$ cat src/rtl/utils_pkg.sv
// -----------------------------------------------------------------------------
// utils_pkg
//
// Shared helpers for the dual-clock FIFO controllers.
//   GrayWordWidth     : width of the words the Gray helpers operate on
//   bin_to_gray       : binary -> reflected Gray code
//   gray_to_bin       : reflected Gray code -> binary
//   gray_full_pattern : Gray value a write pointer holds when it is exactly one
//                       lap (depth entries) ahead of the given read pointer
//
// Callers zero-extend narrower pointers to GrayWordWidth bits and truncate the
// result back to their own pointer width.
// -----------------------------------------------------------------------------
package utils_pkg;

  localparam int GrayWordWidth = 32;

  function automatic logic [GrayWordWidth-1:0] bin_to_gray(
    input logic [GrayWordWidth-1:0] bin
  );
    return bin ^ (bin >> 1);
  endfunction

  function automatic logic [GrayWordWidth-1:0] gray_to_bin(
    input logic [GrayWordWidth-1:0] gray
  );
    logic [GrayWordWidth-1:0] bin;
    bin[GrayWordWidth-1] = gray[GrayWordWidth-1];
    for (int i = GrayWordWidth - 2; i >= 0; i--) begin
      bin[i] = bin[i+1] ^ gray[i];
    end
    return bin;
  endfunction

  // A Gray pointer one full lap ahead of another differs in its top two bits
  // only. 'width' is the pointer width (address width + 1), at least 2.
  function automatic logic [GrayWordWidth-1:0] gray_full_pattern(
    input logic [GrayWordWidth-1:0] ptr,
    input int                       width
  );
    logic [GrayWordWidth-1:0] mask;
    mask = 32'h3 << (width - 2);
    return ptr ^ mask;
  endfunction

endpackage

$ cat src/rtl/sync_2ff.sv
// -----------------------------------------------------------------------------
// sync_2ff
//
// Two-flop synchronizer for a multi-bit bus whose value changes at most one bit
// at a time (e.g. a Gray-coded pointer) coming from another clock domain.
//
// Ports:
//   clk_i  : destination-domain clock
//   rst_ni : asynchronous active-low reset, both stages clear to 0
//   d_i    : asynchronous input bus
//   q_o    : synchronized output, two destination edges of latency
// -----------------------------------------------------------------------------
module sync_2ff #(
  parameter int Width = 1
) (
  input  logic             clk_i,
  input  logic             rst_ni,
  input  logic [Width-1:0] d_i,
  output logic [Width-1:0] q_o
);

  logic [Width-1:0] meta_q;
  logic [Width-1:0] sync_q;

  always_ff @(posedge clk_i or negedge rst_ni) begin
    if (!rst_ni) begin
      meta_q <= '0;
      sync_q <= '0;
    end else begin
      meta_q <= d_i;
      sync_q <= meta_q;
    end
  end

  assign q_o = sync_q;

endmodule

$ cat src/rtl/fifo_wr_ctrl.sv
// -----------------------------------------------------------------------------
// fifo_wr_ctrl
//
// Write-side controller of the dual-clock FIFO, entirely in the write domain.
// Accepts write requests, drives the RAM write port, publishes a registered
// Gray write pointer, synchronizes the read domain's Gray pointer and derives
// registered full / almost-full / level indications.
//
// Ports:
//   clk_i          : write-domain clock
//   rst_ni         : asynchronous active-low reset
//   wr_valid_i     : write request
//   wr_ready_o     : write can be accepted (= !full_o)
//   mem_we_o       : RAM write enable (= wr_valid_i && wr_ready_o)
//   mem_waddr_o    : RAM write address
//   wr_ptr_gray_o  : registered Gray write pointer, to the read domain
//   rd_ptr_gray_i  : Gray read pointer from the read domain (asynchronous)
//   full_o         : FIFO full, registered
//   almost_full_o  : level >= AlmostFullThr, registered
//   level_o        : conservative occupancy, registered
// -----------------------------------------------------------------------------
module fifo_wr_ctrl
  import utils_pkg::*;
#(
  parameter int AddrWidth     = 4,
  parameter int AlmostFullThr = 2**AddrWidth - 2
) (
  input  logic                 clk_i,
  input  logic                 rst_ni,
  input  logic                 wr_valid_i,
  output logic                 wr_ready_o,
  output logic                 mem_we_o,
  output logic [AddrWidth-1:0] mem_waddr_o,
  output logic [AddrWidth:0]   wr_ptr_gray_o,
  input  logic [AddrWidth:0]   rd_ptr_gray_i,
  output logic                 full_o,
  output logic                 almost_full_o,
  output logic [AddrWidth:0]   level_o
);

  localparam int PtrW = AddrWidth + 1;
  localparam int Depth = 2**AddrWidth;
  localparam logic [PtrW-1:0] AfThr = PtrW'(AlmostFullThr);

  // Parameter sanity, caught at elaboration.
  if (AddrWidth < 1 || PtrW > GrayWordWidth) begin : g_bad_addr_width
    $error("fifo_wr_ctrl: AddrWidth must be 1..%0d", GrayWordWidth - 1);
  end
  if (AlmostFullThr < 1 || AlmostFullThr > Depth) begin : g_bad_af_thr
    $error("fifo_wr_ctrl: AlmostFullThr must be 1..depth");
  end

  // State registers
  logic [PtrW-1:0] wr_bin_q,  wr_bin_d;
  logic [PtrW-1:0] wr_gray_q, wr_gray_d;
  logic            full_q,    full_d;
  logic            afull_q,   afull_d;
  logic [PtrW-1:0] level_q,   level_d;

  // Read-pointer view in this domain
  logic [PtrW-1:0] rd_gray_sync;
  logic [PtrW-1:0] rd_bin;
  logic [PtrW-1:0] full_gray;
  logic            accept;

  sync_2ff #(
    .Width (PtrW)
  ) u_rd_ptr_sync (
    .clk_i  (clk_i),
    .rst_ni (rst_ni),
    .d_i    (rd_ptr_gray_i),
    .q_o    (rd_gray_sync)
  );

  // A write presented while full is simply dropped: no enable, no pointer move.
  assign accept = wr_valid_i & ~full_q;

  always_comb begin
    wr_bin_d  = wr_bin_q;
    wr_gray_d = wr_gray_q;
    full_d    = full_q;
    afull_d   = afull_q;
    level_d   = level_q;
    rd_bin    = '0;
    full_gray = '0;

    if (accept) begin
      wr_bin_d = wr_bin_q + PtrW'(1);
    end

    wr_gray_d = PtrW'(bin_to_gray(32'(wr_bin_d)));
    rd_bin    = PtrW'(gray_to_bin(32'(rd_gray_sync)));
    full_gray = PtrW'(gray_full_pattern(32'(rd_gray_sync), PtrW));

    // Flags are computed from the post-accept pointer so they never lag a
    // write; they can only lag reads (by the synchronizer), which makes them
    // pessimistic and overflow impossible.
    full_d  = (wr_gray_d == full_gray);
    level_d = wr_bin_d - rd_bin;
    afull_d = (level_d >= AfThr);
  end

  always_ff @(posedge clk_i or negedge rst_ni) begin
    if (!rst_ni) begin
      wr_bin_q  <= '0;
      wr_gray_q <= '0;
      full_q    <= 1'b0;
      afull_q   <= 1'b0;
      level_q   <= '0;
    end else begin
      wr_bin_q  <= wr_bin_d;
      wr_gray_q <= wr_gray_d;
      full_q    <= full_d;
      afull_q   <= afull_d;
      level_q   <= level_d;
    end
  end

  // The Gray pointer crosses domains, so it leaves straight from its flop.
  assign wr_ptr_gray_o = wr_gray_q;
  assign mem_waddr_o   = wr_bin_q[AddrWidth-1:0];
  assign mem_we_o      = accept;
  assign wr_ready_o    = ~full_q;
  assign full_o        = full_q;
  assign almost_full_o = afull_q;
  assign level_o       = level_q;

endmodule

$ cat config.mk
export PLATFORM = sky130hd
export DESIGN_NAME = fifo_wr_ctrl
export DESIGN_NICKNAME = d
export VERILOG_FILES = /design/src/rtl/utils_pkg.sv /design/src/rtl/sync_2ff.sv /design/src/rtl/fifo_wr_ctrl.sv
export SDC_FILE = /design/constraint.sdc
export NUM_CORES = 1
export LEC_CHECK = 0
export BUFFER_PORTS_ARGS = -buffer_cell sky130_fd_sc_hd__buf_2
export CAP_MARGIN = 20
export CORE_MARGIN = 2
export CORE_UTILIZATION = 50
export CTS_BUF_LIST = sky130_fd_sc_hd__clkbuf_16
export DETAILED_ROUTE_END_ITERATION = 16
export PLACE_DENSITY = 0.75
export SYNTH_ARGS = -nofsm -noshare
export SYNTH_HDL_FRONTEND = slang
export SYNTH_HIERARCHICAL = 1
export SYNTH_SLANG_ARGS = --single-unit
$ cat constraint.sdc
create_clock -name clk_i -period 8 [get_ports clk_i]
set_clock_uncertainty 0.2 [all_clocks]
set_input_delay 0 -clock clk_i [delete_from_list [all_inputs] [get_ports clk_i]]
set_output_delay 0 -clock clk_i [all_outputs]
set_load 0.01 [all_outputs]
Word level (Yosys, flattened, before mapping)
Index checks and enable logic that the tools add are counted.
{ "op_classes": {"n_addsub": 2, "magnitude_cmp": 1, "n_eq_ne": 1, "muxes": 1, "bitwise": 8} }
{ "ops": {"columns": ["operator", "n"], "rows": [
  ["$add A5 B1 Y5 const B", 1],
  ["$eq A5 B5 Y1", 1],
  ["$ge A5 B4 Y1 const B", 1],
  ["$mux W5", 1],
  ["$sub A5 B5 Y5", 1],
  ["$xor A5 B4 Y5", 1],
  ["$xor A1 B1 Y1", 4],
  ["$not A2 Y2", 1],
  ["$and A1 B1 Y1", 1],
  ["$not A1 Y1", 1]
]} }
{ "totals": {"reg_bits": 27, "inputBits": 8, "wordCells": 20} }

Logic depth before layout (Yosys ltp)
{ "depth": {"word_depth": 6, "mapped_depth": 11, "depth_no_buf": 11} }

By module
The synthesis kept the hierarchy.
{ "modules_own_cells": {"columns": ["module", "n_inst", "cells_each", "area_each_um2", "seq_area_each_um2"], "rows": [
  ["fifo_wr_ctrl", 1, 82, 952.2, 400.4],
  ["sync_2ff", 1, 10, 250.2, 250.2]
]} }

Worst setup path before layout
Ideal clock, no wire load.
{ "synth_timing": {"path_type": "register to register", "from": "register wr_bin_q[0]", "to": "register afull_q, in the netlist almost_full_o", "arrival_ps": 2285, "setup_slack_ps": 5396, "stages_incl_launch_ff": 10, "synth_period_minus_slack_ps": 2604, "cell_sequence": "dfrtp_1 ha_1 nand3b_1 a21boi_0 inv_1 ha_1 a21o_1 a21oi_1 xnor2_1 a31o_1"} }
{ "synth_between": {"elab_chain_len": 4} }
{ "synth_lines": {"columns": ["item", "line_no", "text"], "rows": [
  ["start, declared", "fifo_wr_ctrl.sv:54", "logic [PtrW-1:0] wr_bin_q, wr_bin_d;"],
  ["start signal, assigned", "fifo_wr_ctrl.sv:111", "wr_bin_q <= wr_bin_d;"],
  ["$add A5 B1 Y5", "fifo_wr_ctrl.sv:88", "wr_bin_d = wr_bin_q + PtrW'(1);"],
  ["$mux W5", "fifo_wr_ctrl.sv:87", "if (accept) begin"],
  ["via wr_bin_d[1]", "fifo_wr_ctrl.sv:54", null],
  ["$sub A5 B5 Y5", "fifo_wr_ctrl.sv:99", "level_d = wr_bin_d - rd_bin;"],
  ["via level_d[3]", "fifo_wr_ctrl.sv:58", "logic [PtrW-1:0] level_q, level_d;"],
  ["$ge A5 B4 Y1", "fifo_wr_ctrl.sv:100", "afull_d = (level_d >= AfThr);"],
  ["via afull_d", "fifo_wr_ctrl.sv:57", "logic afull_q, afull_d;"],
  ["end signal, assigned", "fifo_wr_ctrl.sv:114", "afull_q <= afull_d;"],
  ["end, declared", "fifo_wr_ctrl.sv:57", null]
]} }
The timed path passes the listed nets, and every way through them passes these cells.

Final worst setup path
Same ends and word-level chain as after synthesis.

==> flow_summary.yaml <==
status:
  status: "finished clean"
critical_path:
  start_kind: "flip-flop"
  required_ns: 7.94
  reg2reg_to: "almost_full_o"
  cp_max_fo: 6
  arrival_ns: 2.78
  path_class: "flip-flop to flip-flop"
  ff2ff_setup_slack_ns: 5.16
  reg2reg_depth: 9
  end_kind: "flip-flop"
  r2r_start: "wr_bin_q[0]"
sta:
  rsz0062_at_grt: "false"
  fin_hold_ws_ns: 0.0351
  worst_pin_slew_ns: 0.550
  max_freq_mhz: 353
  period_minus_slack_ns: 2.84
  finalHoldViolCount: 0
  slew_viol_final: 0
  setup_viol: 0
  max-slew-margin-rel_pct: 63.0
  period_share_pct: 35.5
  fin_tns_setup_ns: 0
global_route:
  antenna_found_initial: 0
  grt_use_total_pct: 17.8
  grt-ovfl-total: 0
  grt_pass1_wl_um: 3420
  grt_max_degree: 27
  grt_pass1_vias: 785
floorplanning:
  die_w_um: 53.0
  rows: 17
  start_util_pct: 53.8
  die_height_um: 53.0
  die_area_um2: 2810
  core_area_um2: 2230
  pin_count: 26
cts:
  cts_sinks: 26
  cts_root_buffer: "clkbuf_16"
  clkLatencyLatePin_ns: 0.25
  clkTransAtPathRegs_ns: 0.06
  numCtsBuffers: 3
  cts.htree.levels: 1
  post_cts_resized: 0
  cts_tree: "done"
  cts_buffer_depth: 2
hold_path:
  hp-class: "input pin to flip-flop"
  hold_path_depth: 4
  hold_end: "wr_bin_q[4]"
  hold_start: "wr_valid_i"
cells_and_area:
  final_core_util_pct: 66.8
  stdcell_count: 153
  final_area_um2: 1490
  fin_nets: 141
  syn_to_final_growth_pct: 24.1
  n_fill_cell: 182
  drive_above_1_share_pct: 28.8
  n_antenna_cell: 0
drt:
  wl_per_cell_um: 13.2
  antenna_left: 0
  dr.pass1.iters: 4
  vias: 751
  first_iter_violations: 10
  drt-vias-per-instance: 4.91
  postRouteWirelength_um: 2020
  drc: 0
synth:
  synth_seq_cells: 26
  syn_nets: 106
  async_flop_share_pct: 100
  yosysWarnings: 6
  netlist_area_um2: 1200
  synth-seq-area-share_pct: 54.1
  synth_edf_count: 0
  synth_cells: 92
  synth_area_per_cell_um2: 13.1
  ys_types: 27
  synth_flop_cell: "dfrtp_1"
place:
  gp_congestion: 0.746
  portBuffers: 25
  dp_cells: 144
  hpwl_um: 1480
  place_area_um2: 1360
power:
  p_per_area_nw_per_um2: 446
  peakVddDrop_mv: 0.296
  p_leak_uw: 0.000724
flow_run:
  max_cap_violations: 0
[how the worst max path moves through the flow]
stage,from,to,slack (ns),depth (start not counted)
2_1_floorplan,wr_bin_q[0],almost_full_o,5.40,9
3_3_place_gp,wr_bin_q[0],almost_full_o,5.22,9
3_5_place_dp,wr_bin_q[0],almost_full_o,5.18,9
4_1_cts,wr_bin_q[0],almost_full_o,5.15,9
5_1_grt,wr_bin_q[0],almost_full_o,4.93,9
6_report,wr_bin_q[0],almost_full_o,5.16,9
[synth_stat cells (2+ instances only)]
library cell | count | share of area [%]
o21ai_0 | 2 | 0.83
dfrtp_1 | 26 | 54
inv_1 | 8 | 2.5
a21oi_1 | 5 | 2.1
a21o_1 | 2 | 1.2
ha_1 | 5 | 5.2
xnor2_1 | 13 | 9.5
nand2_1 | 5 | 1.6
xor2_1 | 8 | 5.8
[worst max-delay path: stages (launching register included)]
cell,delay (ns)
dfrtp_1,0.46
ha_1,0.36
nand3b_1,0.11
a21boi_0,0.48
inv_1,0.13
ha_1,0.32
a21o_1,0.16
a21oi_1,0.17
xnor2_1,0.11
a31o_1,0.22
[cell usage in the layout (no fill, tap or decap)]
cell,instances
xnor3_1,1
xor2_2,1
dfrtp_1,26
dlygate4sd3_1,6
xnor2_1,13
and4b_1,1
inv_6,1
xnor2_2,1
nand2_1,5
a221oi_2,1
a21boi_0,1
nor3_4,1
inv_1,8
buf_2,25
o21ai_0,2
a21o_1,2
mux2i_1,1
nand3b_1,1
nor3_2,1
inv_2,1
xor2_1,8
a21oi_1,5
a31o_1,1
nand4b_1,1
nor2b_1,1
clkbuf_16,3
fa_1,1
ha_1,5
nand2b_4,1
[flip-flops by register name (all words and copies together), names as in the netlist]
signal                cells
level_o                   5
almost_full_o             1
full_o                    1
wr_bin_q                  5
u_rd_ptr_sync/q_o         5
u_rd_ptr_sync/meta_q      5
wr_ptr_gray_o             4
[stage by stage]
stage | total power (µW) | setup WS, ns
after global routing | 718 | 4.93
after global placement | 549 | 5.22
final | 665 | 5.16
after floorplan | 465 | 5.40
after detailed placement | 558 | 5.18
after CTS | 674 | 5.15
[repair_timing]
action | in CTS | in global routing
setup buffers | 0 | 0
hold endpoints to repair | 31 | 0
hold buffers | 6 | 0
[cell families (layout without fill, tap and decap cells)]
group	after synthesis	count (layout)	synth area share, %
muxes	1	1	0.832
buffers and inverters	11	44	3.95
xor gates and xnor gates	24	24	19.9
and+or+nand+nor	12	12	7.60
DFF	26	26	54.1
adders and majority gates	6	6	6.87
AOI/OAI and AO/OA	12	12	6.76
[where the power goes]
part / internal (µW) / switching [µW] / leakage, µW
sequential: 181 / 36.8 / 0.000306
combinational: 161 / 182 / 0.000382
clock: 66.0 / 38.7 / 0.0000370
total: 408 / 258 / 0.000724
[routing by layer]
| layer | GRT usage, % | vias to the layer above | share of wire, % |
|---|---|---|---|
| li1 | - | 365 | - |
| met1 | 20.9 | 360 | 43 |
| met2 | 30.4 | 21 | 50 |
| met3 | 4.24 | 5 | 4.9 |
| met4 | 8.97 | 0 | 2.1 |
| met5 | 0 | - | 0 |
[final cells by class]
cell class,count,area (µm²),share of cell area [%]
Sequential cell,26,651,43.6
Multi-Input combinational cell,55,504,33.8
Timing Repair Buffer,31,185,12.4
Clock buffer,3,75.1,5.03
Inverter,10,42.5,2.85
Tap cell,28,35.0,2.35
Power figures use the tool's default switching activity.
